$ cat src/rtl/mips_pc_pkg.sv
// rtl/mips_pc_pkg.sv - shared state encoding and address defaults for the PC sequencer
package mips_pc_pkg;

  typedef enum logic [1:0] {
    ST_RST,
    ST_REQ,
    ST_ISSUE,
    ST_HALTED
  } pc_state_t;

  localparam logic [31:0] RESET_PC_DEFAULT   = 32'h0000_0000;
  localparam logic [31:0] EXC_VECTOR_DEFAULT = 32'h0000_0080;
  localparam logic [31:0] INSTR_BYTES        = 32'd4;

endpackage

$ cat src/rtl/pc_next_mux.sv
// rtl/pc_next_mux.sv - combinational next-PC selection and exception detection
module pc_next_mux
  import mips_pc_pkg::*;
#(
  parameter logic [31:0] EXC_VECTOR = EXC_VECTOR_DEFAULT
) (
  input  logic [31:0] i_pc,
  input  logic        i_br_taken,
  input  logic [31:0] i_br_offset,
  input  logic        i_jump,
  input  logic [25:0] i_jump_target,
  input  logic        i_jr,
  input  logic [31:0] i_jr_addr,
  input  logic        i_exc,
  output logic [31:0] o_next_pc,
  output logic        o_take_exc
);

  logic [31:0] w_pc_plus4;
  logic        w_jr_misaligned;

  assign w_pc_plus4      = i_pc + INSTR_BYTES;
  assign w_jr_misaligned = i_jr && (i_jr_addr[1:0] != 2'b00);
  assign o_take_exc      = i_exc || w_jr_misaligned;

  // Priority: exception (incl. misaligned jr) > jr > jump > branch > sequential.
  always_comb begin
    o_next_pc = w_pc_plus4;
    if (o_take_exc)
      o_next_pc = EXC_VECTOR;
    else if (i_jr)
      o_next_pc = i_jr_addr;
    else if (i_jump)
      o_next_pc = {w_pc_plus4[31:28], i_jump_target, 2'b00};
    else if (i_br_taken)
      o_next_pc = w_pc_plus4 + (i_br_offset << 2);
  end

endmodule

$ cat src/rtl/pc_sequencer.sv
// rtl/pc_sequencer.sv - fetch/issue sequencer holding pc, epc and the latched instruction
module pc_sequencer
  import mips_pc_pkg::*;
#(
  parameter logic [31:0] RESET_PC   = RESET_PC_DEFAULT,
  parameter logic [31:0] EXC_VECTOR = EXC_VECTOR_DEFAULT
) (
  input  logic        clk,
  input  logic        rst_n,
  output logic        imem_req,
  output logic [31:0] imem_addr,
  input  logic        imem_ack,
  input  logic [31:0] imem_rdata,
  output logic [31:0] instr,
  output logic        instr_valid,
  input  logic        instr_ready,
  input  logic        br_taken,
  input  logic [31:0] br_offset,
  input  logic        jump,
  input  logic [25:0] jump_target,
  input  logic        jr,
  input  logic [31:0] jr_addr,
  input  logic        exc,
  input  logic        halt,
  output logic [31:0] pc,
  output logic [31:0] epc
);

  pc_state_t   r_state;
  logic [31:0] r_pc;
  logic [31:0] r_epc;
  logic [31:0] r_instr;
  logic        r_instr_valid;
  logic        r_imem_req;

  logic [31:0] w_next_pc;
  logic        w_take_exc;

  pc_next_mux #(
    .EXC_VECTOR(EXC_VECTOR)
  ) u_next_mux (
    .i_pc         (r_pc),
    .i_br_taken   (br_taken),
    .i_br_offset  (br_offset),
    .i_jump       (jump),
    .i_jump_target(jump_target),
    .i_jr         (jr),
    .i_jr_addr    (jr_addr),
    .i_exc        (exc),
    .o_next_pc    (w_next_pc),
    .o_take_exc   (w_take_exc)
  );

  always_ff @(posedge clk) begin
    if (!rst_n) begin
      r_state       <= ST_RST;
      r_pc          <= RESET_PC;
      r_epc         <= 32'h0;
      r_instr       <= 32'h0;
      r_instr_valid <= 1'b0;
      r_imem_req    <= 1'b0;
    end else begin
      unique case (r_state)
        ST_RST: begin
          r_state    <= ST_REQ;
          r_imem_req <= 1'b1;
        end
        ST_REQ: begin
          if (imem_ack) begin
            r_instr       <= imem_rdata;
            r_instr_valid <= 1'b1;
            r_imem_req    <= 1'b0;
            r_state       <= ST_ISSUE;
          end
        end
        ST_ISSUE: begin
          // Redirect inputs only matter in the handshake cycle.
          if (instr_ready) begin
            r_pc          <= w_next_pc;
            r_instr_valid <= 1'b0;
            if (w_take_exc)
              r_epc <= r_pc;
            if (halt) begin
              r_state <= ST_HALTED;
            end else begin
              r_state    <= ST_REQ;
              r_imem_req <= 1'b1;
            end
          end
        end
        ST_HALTED: begin
          r_imem_req <= 1'b0;
        end
        default: begin
          r_state <= ST_RST;
        end
      endcase
    end
  end

  assign imem_req    = r_imem_req;
  assign imem_addr   = r_pc;
  assign instr       = r_instr;
  assign instr_valid = r_instr_valid;
  assign pc          = r_pc;
  assign epc         = r_epc;

endmodule

$ cat config.mk
export PLATFORM = sky130hd
export DESIGN_NAME = pc_sequencer
export DESIGN_NICKNAME = d
export VERILOG_FILES = /design/src/rtl/mips_pc_pkg.sv /design/src/rtl/pc_next_mux.sv /design/src/rtl/pc_sequencer.sv
export SDC_FILE = /design/constraint.sdc
export NUM_CORES = 1
export LEC_CHECK = 0
export CAP_MARGIN = 5
export CORE_MARGIN = 2
export CORE_UTILIZATION = 49
export DETAILED_ROUTE_END_ITERATION = 12
export GPL_ROUTABILITY_DRIVEN = 0
export GPL_TIMING_DRIVEN = 0
export PLACE_DENSITY = 0.87
export SKIP_LAST_GASP = 1
export SLEW_MARGIN = 20
export SYNTH_ARGS = -nofsm -noshare
export SYNTH_HDL_FRONTEND = slang
export SYNTH_HIERARCHICAL = 1
export SYNTH_SLANG_ARGS = --single-unit
$ cat constraint.sdc
create_clock -name clk -period 6.8 [get_ports clk]
set_clock_uncertainty 0.15 [all_clocks]
set_input_delay 1.02 -clock clk [delete_from_list [all_inputs] [get_ports clk]]
set_output_delay 1.02 -clock clk [all_outputs]
set_load 0.02 [all_outputs]
# --- Yosys cells after proc, flatten, opt, wreduce, memory -nomap -nowiden ---
# Index checks and enable logic that the tools add are counted.
op_classes:
  n_addsub: 2
  eq_ne: 6
  n_mux: 15
  reduce_logical: 12
ops:
  columns: ["op", "n"]
  rows:
  - ["$mux W32", 4]
  - ["$add A32 B3 Y32 const B", 1]
  - ["$add A32 B32 Y32", 1]
  - ["$reduce_and A3 Y1", 4]
  - ["$mux W2", 3]
  - ["$ne A2 B2 Y1 const B", 3]
  - ["$pmux W2 S3", 1]
  - ["$mux W1", 5]
  - ["$eq A2 B2 Y1 const B", 2]
  - ["$pmux W1 S4", 1]
  - ["$reduce_and A2 Y1", 2]
  - ["$reduce_bool A2 Y1", 2]
  - ["$reduce_bool A3 Y1", 1]
  - ["$eq A2 B1 Y1 const B", 1]
  - ["$logic_not A2 Y1", 1]
  - ["$pmux W1 S2", 1]
  - ["$logic_and A1 B1 Y1", 1]
  - ["$logic_or A1 B1 Y1", 1]
totals:
  regBits: 100
  inputBits: 131
  out_inout_bits: 130
  elab_cells: 41

# --- Longest topological paths before layout ---
# Gate-level depths: netlist of the first run.
logic_depth:
  word_depth: 6
  ltp_mapped: 18
  ltp_nobuf: 17

# --- Hierarchy ---
# The synthesis of the first run kept the hierarchy.
by_module_without_submodules:
  columns: ["mod", "n_inst", "cells_each", "area_each_um2", "seq_area_each_um2"]
  rows:
  - ["pc_sequencer", 1, 487, 3935.0, 2001.9]
  - ["pc_next_mux", 1, 459, 3079.2, 0.0]

# --- Worst setup path before layout of the first run ---
# OpenSTA, ideal clock, no wires.
synth_path:
  path_type: "reg2reg"
  start: "register r_pc[4], in the netlist imem_addr[4]"
  end: "register r_pc[26], in the netlist imem_addr[26]"
  setup_ns: 0.070
  arrival_time_ns: 3.851
  required_time_ns: 6.580
  slack_ns: 2.728
  stages_incl_launch_ff: 18
  path_buffers: 2
  synth_period_minus_slack_ns: 4.072
  path_cell_list: "dfxtp_1 > and4_1 > clkbuf_2 > and3_1 > clkbuf_1 > nand2_1 > xnor2_1 > ha_1 > and3_4 > o211ai_1 > a31oi_2 > o41ai_4 > o31ai_4 > a311o_2 > xnor2_1 > a2111oi_2 > nand2_1 > a21oi_1"
synth_via:
  elab_chain_len: 6
synth_lines:
  columns: ["item", "line", "source"]
  rows:
  - ["from (decl)", "pc_sequencer.sv:30", "logic [31:0] r_pc;"]
  - ["from (signal assigned)", "pc_sequencer.sv:79", "r_pc <= w_next_pc;"]
  - ["$add A32 B3 Y32 (*)", "pc_next_mux.sv:22", "assign w_pc_plus4 = i_pc + INSTR_BYTES;"]
  - ["$add A32 B32 Y32", "pc_next_mux.sv:36", "o_next_pc = w_pc_plus4 + (i_br_offset << 2);"]
  - ["$mux W32 (*)", "pc_next_mux.sv:35", "else if (i_br_taken)"]
  - ["$mux W32 (*)", "pc_next_mux.sv:33", "else if (i_jump)"]
  - ["$mux W32 (*)", "pc_next_mux.sv:31", "else if (i_jr)"]
  - ["$mux W32 (*)", "pc_next_mux.sv:29", "if (o_take_exc)"]
  - ["net w_next_pc[26]", "pc_sequencer.sv:36", "logic [31:0] w_next_pc;"]
# Mark *: on every way through the listed nets, which the timed path passes. The rest lies on a longest branch.
# A chain may end at the register's enable or synchronous reset.

# --- Worst setup path in the final report of the first run ---
# Same ends and word-level chain as after synthesis.

==> flow_summary.ini, run 1 <==
[run_status]
status = finished, final reports clean

[synth]
yosysSeqAreaShare_pct = 28.5
synth_fa_ha_area_share_pct = 7.42
synth_flop_cell = dfxtp_1
synth_xor_xnor_area_share_pct = 6.62
synth.area.mux_share_pct = 0.856
syn_area_um2 = 7010
syn-instance-count = 946
yosys_warnings = 6
synth_edf_count = 0
synth_simple_gate_area_share_pct = 23.5
synth_compound_area_share_pct = 24.3
synth_top_area_share_pct = 28.5
synth_area_leaders = dfxtp_1 (29%), nand2_1 (13%), a21oi_1 (9.9%)
async_reset_ff_share_pct = 0
synth_area_leader_cell = dfxtp_1
syn-num-nets = 1118
synth_cell_types = 75
syn_area_per_cell_um2 = 7.41
synth_top_family_by_area = compound AO/OA/AOI/OAI gates
synth-seq-cells = 100

[clocking]
cts_tree = done
clk_pin_slew_ns = 0.07
clockRootBuffer = clkbuf_16
cts_resized = 0
clockBufferDepth = 2
cts_sinks = 100
post_cts_buffers = 0
h-tree-depth = 3
clk_latency_ns = 0.34
hold_buffers = 0
cts_made_buffers = 9

[sta]
setup_viol = 0
setup_tns_ns = 0
worst_pin_slew_ns = 0.830
fin_crit_sh_pct = 69.3
fmax_mhz = 212
hold_slack_ns = 0.303
fin_crit_ns = 4.71
slew_violations = 0
hold_violations = 0
setup_ws_ns = 2.09
rsz0062_at_grt = false
relSlewSlack_pct = 44.5

[critical_path]
worstPathArrival_ns = 4.83
crit_path_frequent_cell = xnor2_1
critPathKind = flop to flop
slowest_delay_ns = 0.55
cp_max_fo = 9
r2r_slack_ns = 2.09
worstPathCellList = and4_1, clkbuf_2, and3_1, clkbuf_1, nand4_1, xnor2_1, ha_1, o211ai_1, a31oi_2, o41ai_4, o31ai_4, a311o_2, xnor2_1, a2111oi_2, nand2_1, a21oi_1
cp-start-kind = flop
critPathSlowestCell = o41ai_4
critPathCaptureType = flop
crit_buf_inv = 2
path_delay_family = compound AO/OA/AOI/OAI gates
crit_required_ns = 6.92

[power_and_ir_drop]
p_switching_mw = 0.432
peakVddDrop_mv = 0.177
clockPowerShare_pct = 33.8
p_sw_share_pct = 28.3
powerDensity_nw_per_um2 = 151
p_seq_share_pct = 41.0
p_int_mw = 1.10
p_comb_share_pct = 25.2
p_leak_nw = 3.80

[place]
dp.cells = 1383
port_buffers = 257
post-dp-hpwl_mm = 18.8
place_ws_ns = 2.22

[finish]
fillers = 1111
diodes = 0
drive_above_1_share_pct = 8.87
final_cell_mix = clkdlybuf4s50_1 (257), nand2_1 (243), a21oi_1 (139), dfxtp_1 (100), nor2_1 (52)
fin_nets = 1386
instances_no_fill = 1398
final_common_cell = clkdlybuf4s50_1
area_delta_synth_final_pct = 44.2

[grt]
grt_start_max_net_pins = 16
grt_pass1_wl_mm = 36.6
antenna_found_initial = 0
grt_util_all_layers_pct = 30.8
grt-ovfl-total = 0
grt_pass1_vias = 7479

[die]
die-area_um2 = 15300
rows = 43
ioPinCount = 261
coreArea_um2 = 13900
initial_core_util_pct = 50.3
die_x_um = 124
die_y_um = 124

[detailed_routing]
via_per_inst = 5.66
drtPass1Iterations = 5
drt-total-wl_mm = 24.0
avgRoutedWirePerCell_um = 17.2
ant_nets = 0
drt_iter0_markers = 656
drcViolationCount = 0
vias = 7917

[hold_path]
hold_class = flop to flop

[job]
drv_cap = 0
[state kept, by name, summed over array words and instances, names as in the netlist]
name,flops
instr,32
instr_valid,1
epc,32
r_state,2
imem_addr,32
imem_req,1
[cells by family after synthesis]
logic type | count (synthesis)
xor gates and xnor gates | 53
buffers and inverters | 102
DFF | 100
AOI/OAI and AO/OA | 265
muxes | 6
and+or+nand+nor | 379
adders and majority gates | 41
[cells in the mapped netlist (all sizes together) (7+ instances only)]
cell and n:
o22ai 8, nor2 52, o21ai 32, clkbuf 20, a211oi 7, inv 18
xnor2 31, nor3 10, ha 40, xor2 22, a21o 7, and4 7
nor2b 8, and3 10, a31oi 7, nand3 19, buf 61, dfxtp 100
a21oi 148, nand4 13, nand2 244
[power groups by stage]
| stage | sequential [mW] | combinational, mW | clock (mW) |
|---|---|---|---|
| floorplan | 0.662 | 0.179 | 0 |
| global placement | 0.639 | 0.374 | 0 |
| detailed placement | 0.640 | 0.378 | 0 |
| CTS | 0.627 | 0.381 | 0.525 |
| global route | 0.629 | 0.414 | 0.545 |
| finish | 0.627 | 0.385 | 0.517 |
[worst paths after layout]
check	start	end	cells past startpoint
max	imem_addr[4]$_SDFFE_PN0P_	imem_addr[26]$_SDFFE_PN0P_	16
min	instr[7]$_SDFFE_PN0P_	instr[7]$_SDFFE_PN0P_	2
max reg2reg	imem_addr[4]$_SDFFE_PN0P_	imem_addr[26]$_SDFFE_PN0P_	16
min reg2reg	instr[7]$_SDFFE_PN0P_	instr[7]$_SDFFE_PN0P_	2
[area by class of cell]
| type | count | area [µm²] | share of cell area (%) |
|---|---|---|---|
| multi-input combinational | 744 | 4400 | 43.5 |
| timing repair buffer | 257 | 2570 | 25.4 |
| sequential | 100 | 2000 | 19.8 |
| buffer | 81 | 534 | 5.28 |
| clock buffer | 11 | 253 | 2.50 |
| tap | 180 | 225 | 2.23 |
| inverter | 21 | 78.8 | 0.779 |
| clock inverter | 4 | 48.8 | 0.482 |
[per-stage QoR]
stage,instance area (µm²),utilization (%),power [mW]
floorplan,7010,-,0.841
global placement,9810,70.4,1.01
detailed placement,9810,70.4,1.02
CTS,10100,72.6,1.53
global route,10100,72.6,1.59
finish,10100,72.6,1.53
[metal layers]
layer  up-vias  global-route usage (%)  routed length, µm  part of all wire (%)
met4         0                    12.9                896                   3.7
met5         -                       0                  0                     0
li1       3796                       -                  -                     -
met1      3619                    38.2               9580                    40
met2       430                    50.8              11200                    46
met3        72                    7.88               2390                   9.9
[worst reg2reg max path, stage by stage (launching register included)]
cell and delay, ns:
dfxtp_1 0.52, and4_1 0.24, clkbuf_2 0.19, and3_1 0.17
clkbuf_1 0.30, nand4_1 0.17, xnor2_1 0.35, ha_1 0.37
o211ai_1 0.15, a31oi_2 0.10, o41ai_4 0.55, o31ai_4 0.16
a311o_2 0.39, xnor2_1 0.16, a2111oi_2 0.44, nand2_1 0.09
a21oi_1 0.13
Note: power is estimated with default switching activity, not from simulation.
==> run 2, diff against run 1 <==
CORE_UTILIZATION = 46   (was 49)
PLACE_DENSITY = 0.83   (was 0.87)
clock period = 4.5 ns   (was 6.8 ns; I/O delays follow)
==> run 2 against run 1 <==
Compared with the run above:
- sequential power rose by 51%
- die area increased by 6.3%
- design area grew 1.1%
- highest routed layer unchanged
- clock power up 70%
- largest power group unchanged
- fmax is 8.7% higher
- final cell count increased by 0.72%
- register-to-register slack got worse by 1.9 ns
==> flow_summary.ini, run 2 (same netlist as run 1, synthesis figures left out) <==
[critical_path]
crit_buf_inv = 1
cp-start-kind = flop
worstPathCellList = and4_1, and4_1, buf_2, nand3_1, nor2_1, xor2_1, ha_1, nand2_1, o21ai_0, a31oi_1, o31ai_4, a311o_2, xnor2_1, a2111oi_2, nand2_1, a21oi_1
path_delay_family = compound AO/OA/AOI/OAI gates
critPathSlowestCell = dfxtp_1
critPathCaptureType = flop
critPathKind = flop to flop
r2r_slack_ns = 0.16
slowest_delay_ns = 0.48
crit_required_ns = 4.62
worstPathArrival_ns = 4.46
cp_max_fo = 7

[detailed_routing]
drt_iter0_markers = 500
ant_nets = 0
drcViolationCount = 0
vias = 7825
drtPass1Iterations = 5
via_per_inst = 5.56
drt-total-wl_mm = 24.1
avgRoutedWirePerCell_um = 17.1

[clocking]
hold_buffers = 0
cts_tree = done
clk_latency_ns = 0.34
cts_sinks = 100
clockRootBuffer = clkbuf_16
clk_pin_slew_ns = 0.07
cts_made_buffers = 9
h-tree-depth = 3
clockBufferDepth = 2

[power_and_ir_drop]
finalPower_mw = 2.41
peakVddDrop_mv = 0.228
p_leak_nw = 3.84
powerDensity_nw_per_um2 = 235

[place]
post-dp-hpwl_mm = 19.0
dp.cells = 1391
port_buffers = 257

[finish]
drive_above_1_share_pct = 10.0
fin_nets = 1387
final_util_pct = 68.0
fillers = 1285
instances_no_fill = 1408
multi_input_area_um2 = 4440
regArea_um2 = 2010
area_delta_synth_final_pct = 45.7
final_cell_mix = clkdlybuf4s50_1 (257), nand2_1 (243), a21oi_1 (139), dfxtp_1 (93), nor2_1 (52)
diodes = 0
final_common_cell = clkdlybuf4s50_1

[sta]
fmax_mhz = 231
setup_viol = 0
hold_violations = 0
worst_pin_slew_ns = 0.848
fin_crit_ns = 4.34
fin_crit_sh_pct = 96.4
relSlewSlack_pct = 43.3
hold_slack_ns = 0.304
slew_violations = 0
setup_tns_ns = 0
rsz0062_at_grt = true

[grt]
grt-ovfl-total = 0
grt_pass1_wl_mm = 36.6
grt_pass1_vias = 7234
grt_start_max_net_pins = 17
grt_util_all_layers_pct = 28.2
antenna_found_initial = 0

[die]
die_x_um = 127
die_y_um = 127
initial_core_util_pct = 46.7
ioPinCount = 261
rows = 45
die-area_um2 = 16300
coreArea_um2 = 15000

[run_status]
status = finished, final reports clean

[job]
drv_cap = 0

[hold_path]
hold_class = flop to flop
-- run 2: cell types whose count changed in the layout (fill, tap and decap cells not counted), sizes merged --
cell / change
clkbuf: -3
buf: +2
bufinv: +2
clkinvlp: +2
clkinv: -1
-- run 2: report_power, final --
group	total [mW]	switching, mW	internal (mW)
Sequential	0.947	0.0269	0.920
Combinational	0.583	0.303	0.280
Clock	0.877	0.336	0.541
-- run 2: stage by stage --
| stage | area [µm²] | setup slack [ns] |
|---|---|---|
| 6_report | 10200 | 0.164 |
| 4_1_cts | 10200 | 0.0702 |
| 5_1_grt | 10200 | -0.0616 |
| 3_3_place_gp | 9820 | -0.0320 |
| 3_5_place_dp | 9820 | -0.0801 |
| 2_1_floorplan | 7010 | 0.428 |
-- run 2: worst reg2reg max path: stages, from the launching register on --
cell	delay, ns
dfxtp_1	0.48
and4_1	0.31
and4_1	0.19
buf_2	0.19
nand3_1	0.17
nor2_1	0.18
xor2_1	0.31
ha_1	0.40
nand2_1	0.14
o21ai_0	0.10
a31oi_1	0.24
o31ai_4	0.14
a311o_2	0.39
xnor2_1	0.15
a2111oi_2	0.48
nand2_1	0.11
a21oi_1	0.13
-- run 2: path summary, 6_finish.rpt --
path / cells after the start / to / from
max: 16 / imem_addr[26]$_SDFFE_PN0P_ / imem_addr[11]$_SDFFE_PN0P_
min reg2reg: 2 / epc[11]$_SDFFE_PN0P_ / epc[11]$_SDFFE_PN0P_
max reg2reg: 16 / imem_addr[26]$_SDFFE_PN0P_ / imem_addr[11]$_SDFFE_PN0P_
min: 2 / epc[11]$_SDFFE_PN0P_ / epc[11]$_SDFFE_PN0P_
-- run 2: final cells by class --
type	instances	share of cell area (%)
plain buffers	80	5.19
clock buffers	9	2.20
clock inverters	7	1.13
inverters	21	0.771
multi-input cells	744	43.4
flip-flops and latches	100	19.7
well taps	188	2.30
repair buffers	259	25.3
-- run 2: metal layers --
layer | up-vias | part of all wire [%] | GRT usage, %
li1 | 3801 | - | -
met1 | 3589 | 42 | 35.9
met2 | 369 | 47 | 46.8
met3 | 66 | 8.0 | 5.57
met4 | 0 | 3.9 | 11.5
met5 | - | 0 | 0
-- run 2: repair_timing --
item	4_1_cts	5_1_grt
endpoints found under the setup margin	4	9
resized for setup	4	10
pin swaps	1	0
buffers inserted	2	0
==> run 3, diff against run 2 <==
SKIP_CTS_REPAIR_TIMING = 1   (was not set)
==> run 3 against run 2 <==
Compared with the run above:
- total power up 0.10%
- die area unchanged
- clock-buffer cell count did not move
- critical endpoint unchanged
- wire length is 0.46% higher
- final cell count is essentially flat
- fmax down 0.91%
- sequential share of layout area barely moved
- critical path depth up 1
- worst setup slack got worse by 0.040 ns
==> flow_summary.ini, run 3 (same netlist as run 1, synthesis figures left out) <==
[sta]
slew_violations = 0
fin_crit_ns = 4.38
fmax_mhz = 229
relSlewSlack_pct = 45.1
setup_viol = 0
setup_tns_ns = 0
fin_crit_sh_pct = 97.2
worst_pin_slew_ns = 0.820
hold_violations = 0

[place]
place_area_um2 = 9820
post-dp-hpwl_mm = 19.0
port_buffers = 257

[finish]
final_util_pct = 68.0
drive_above_1_share_pct = 10.2
final_common_cell = clkdlybuf4s50_1
design_area_um2 = 10200
area_delta_synth_final_pct = 45.8
fin_nets = 1388
fillers = 1286
diodes = 0
final_cell_mix = clkdlybuf4s50_1 (257), nand2_1 (243), a21oi_1 (139), dfxtp_1 (92), nor2_1 (52)

[detailed_routing]
drt_iter0_markers = 489
avgRoutedWirePerCell_um = 17.2
vias = 7887
ant_nets = 0
drtPass1Iterations = 5
drcViolationCount = 0
drt-total-wl_mm = 24.2
via_per_inst = 5.60

[critical_path]
cp_max_fo = 9
crit_required_ns = 4.62
worstPathArrival_ns = 4.50
critPathCaptureType = flop
critPathKind = flop to flop
cp-start-kind = flop

[die]
ioPinCount = 261
rows = 45
coreArea_um2 = 15000
initial_core_util_pct = 46.7
die_x_um = 127
die_y_um = 127
die-area_um2 = 16300

[clocking]
h-tree-depth = 3
clockRootBuffer = clkbuf_16
clk_latency_ns = 0.34
cts_sinks = 100
clockBufferDepth = 2
cts_made_buffers = 9
cts_tree = done
clk_pin_slew_ns = 0.07

[grt]
grt_pass1_wl_mm = 36.5
busiest_layer = met2
grt_start_max_net_pins = 17
grt_pass1_vias = 7226
grt-ovfl-total = 0
grtUsageMet3_pct = 5.57
use_met2_pct = 46.6
grtUsageMet1_pct = 35.8
antenna_found_initial = 0
grt_util_all_layers_pct = 28.1

[power_and_ir_drop]
p_leak_nw = 3.84
peakVddDrop_mv = 0.228
finalPower_mw = 2.41
powerDensity_nw_per_um2 = 235

[run_status]
status = finished, final reports clean

[job]
drv_cap = 0

[hold_path]
hold_class = flop to flop
## run 3: cell types whose count changed in the layout (fill, tap and decap cells not counted), sizes merged
cell	delta
buf	+2
clkbuf	-1
## run 3: power breakdown
part,internal [mW],switching (mW),leakage (nW)
Combinational,0.281,0.303,2.86
Sequential,0.920,0.0267,0.813
Clock,0.541,0.337,0.161
Total,1.74,0.667,3.84
## run 3: worst max-delay path, stage by stage, from the launching register on
cell and delay, ns:
dfxtp_2 0.43, and4_1 0.21, clkbuf_2 0.19, and3_2 0.30
nand2_1 0.09, xnor2_1 0.28, ha_1 0.35, and3_4 0.21
o211ai_1 0.09, a31oi_2 0.10, o41ai_4 0.36, buf_4 0.19
o31ai_4 0.09, a311o_2 0.39, xnor2_1 0.16, a2111oi_2 0.50
nand2_1 0.11, a21oi_1 0.13
## run 3: final timing paths
| kind | to | cells past startpoint | start | slack (ns) |
|---|---|---|---|---|
| min | instr[13]$_SDFFE_PN0P_ | 2 | instr[13]$_SDFFE_PN0P_ | 0.30 |
| max reg2reg | imem_addr[26]$_SDFFE_PN0P_ | 17 | imem_addr[4]$_SDFFE_PN0P_ | 0.12 |
| max | imem_addr[26]$_SDFFE_PN0P_ | 17 | imem_addr[4]$_SDFFE_PN0P_ | 0.12 |
| min reg2reg | instr[13]$_SDFFE_PN0P_ | 2 | instr[13]$_SDFFE_PN0P_ | 0.30 |
## run 3: per-stage QoR
step,cells,hold WS (ns),worst slack (ns)
final,1409,0.305,0.124
after global routing,1409,0.327,-0.00539
after detailed placement,1391,0.295,-0.0801
after global placement,1391,0.291,-0.0320
after floorplan,946,0.332,0.428
after CTS,1407,0.304,-0.169
## run 3: layer usage
metal	part of all wire [%]	wire, µm	vias to the layer above
met4	4.0	959	0
li1	-	-	3795
met3	7.7	1860	74
met2	47	11300	367
met1	42	10100	3651
met5	0	0	-
## run 3: layout make-up
cell class,instances,area [µm²],share of cell area [%]
well taps,188,235,2.30
clock inverters,7,115,1.13
clock buffers,9,225,2.20
repair buffers,261,2600,25.4
multi-input cells,744,4430,43.3
flip-flops and latches,100,2010,19.7
inverters,21,78.8,0.771
plain buffers,79,527,5.15
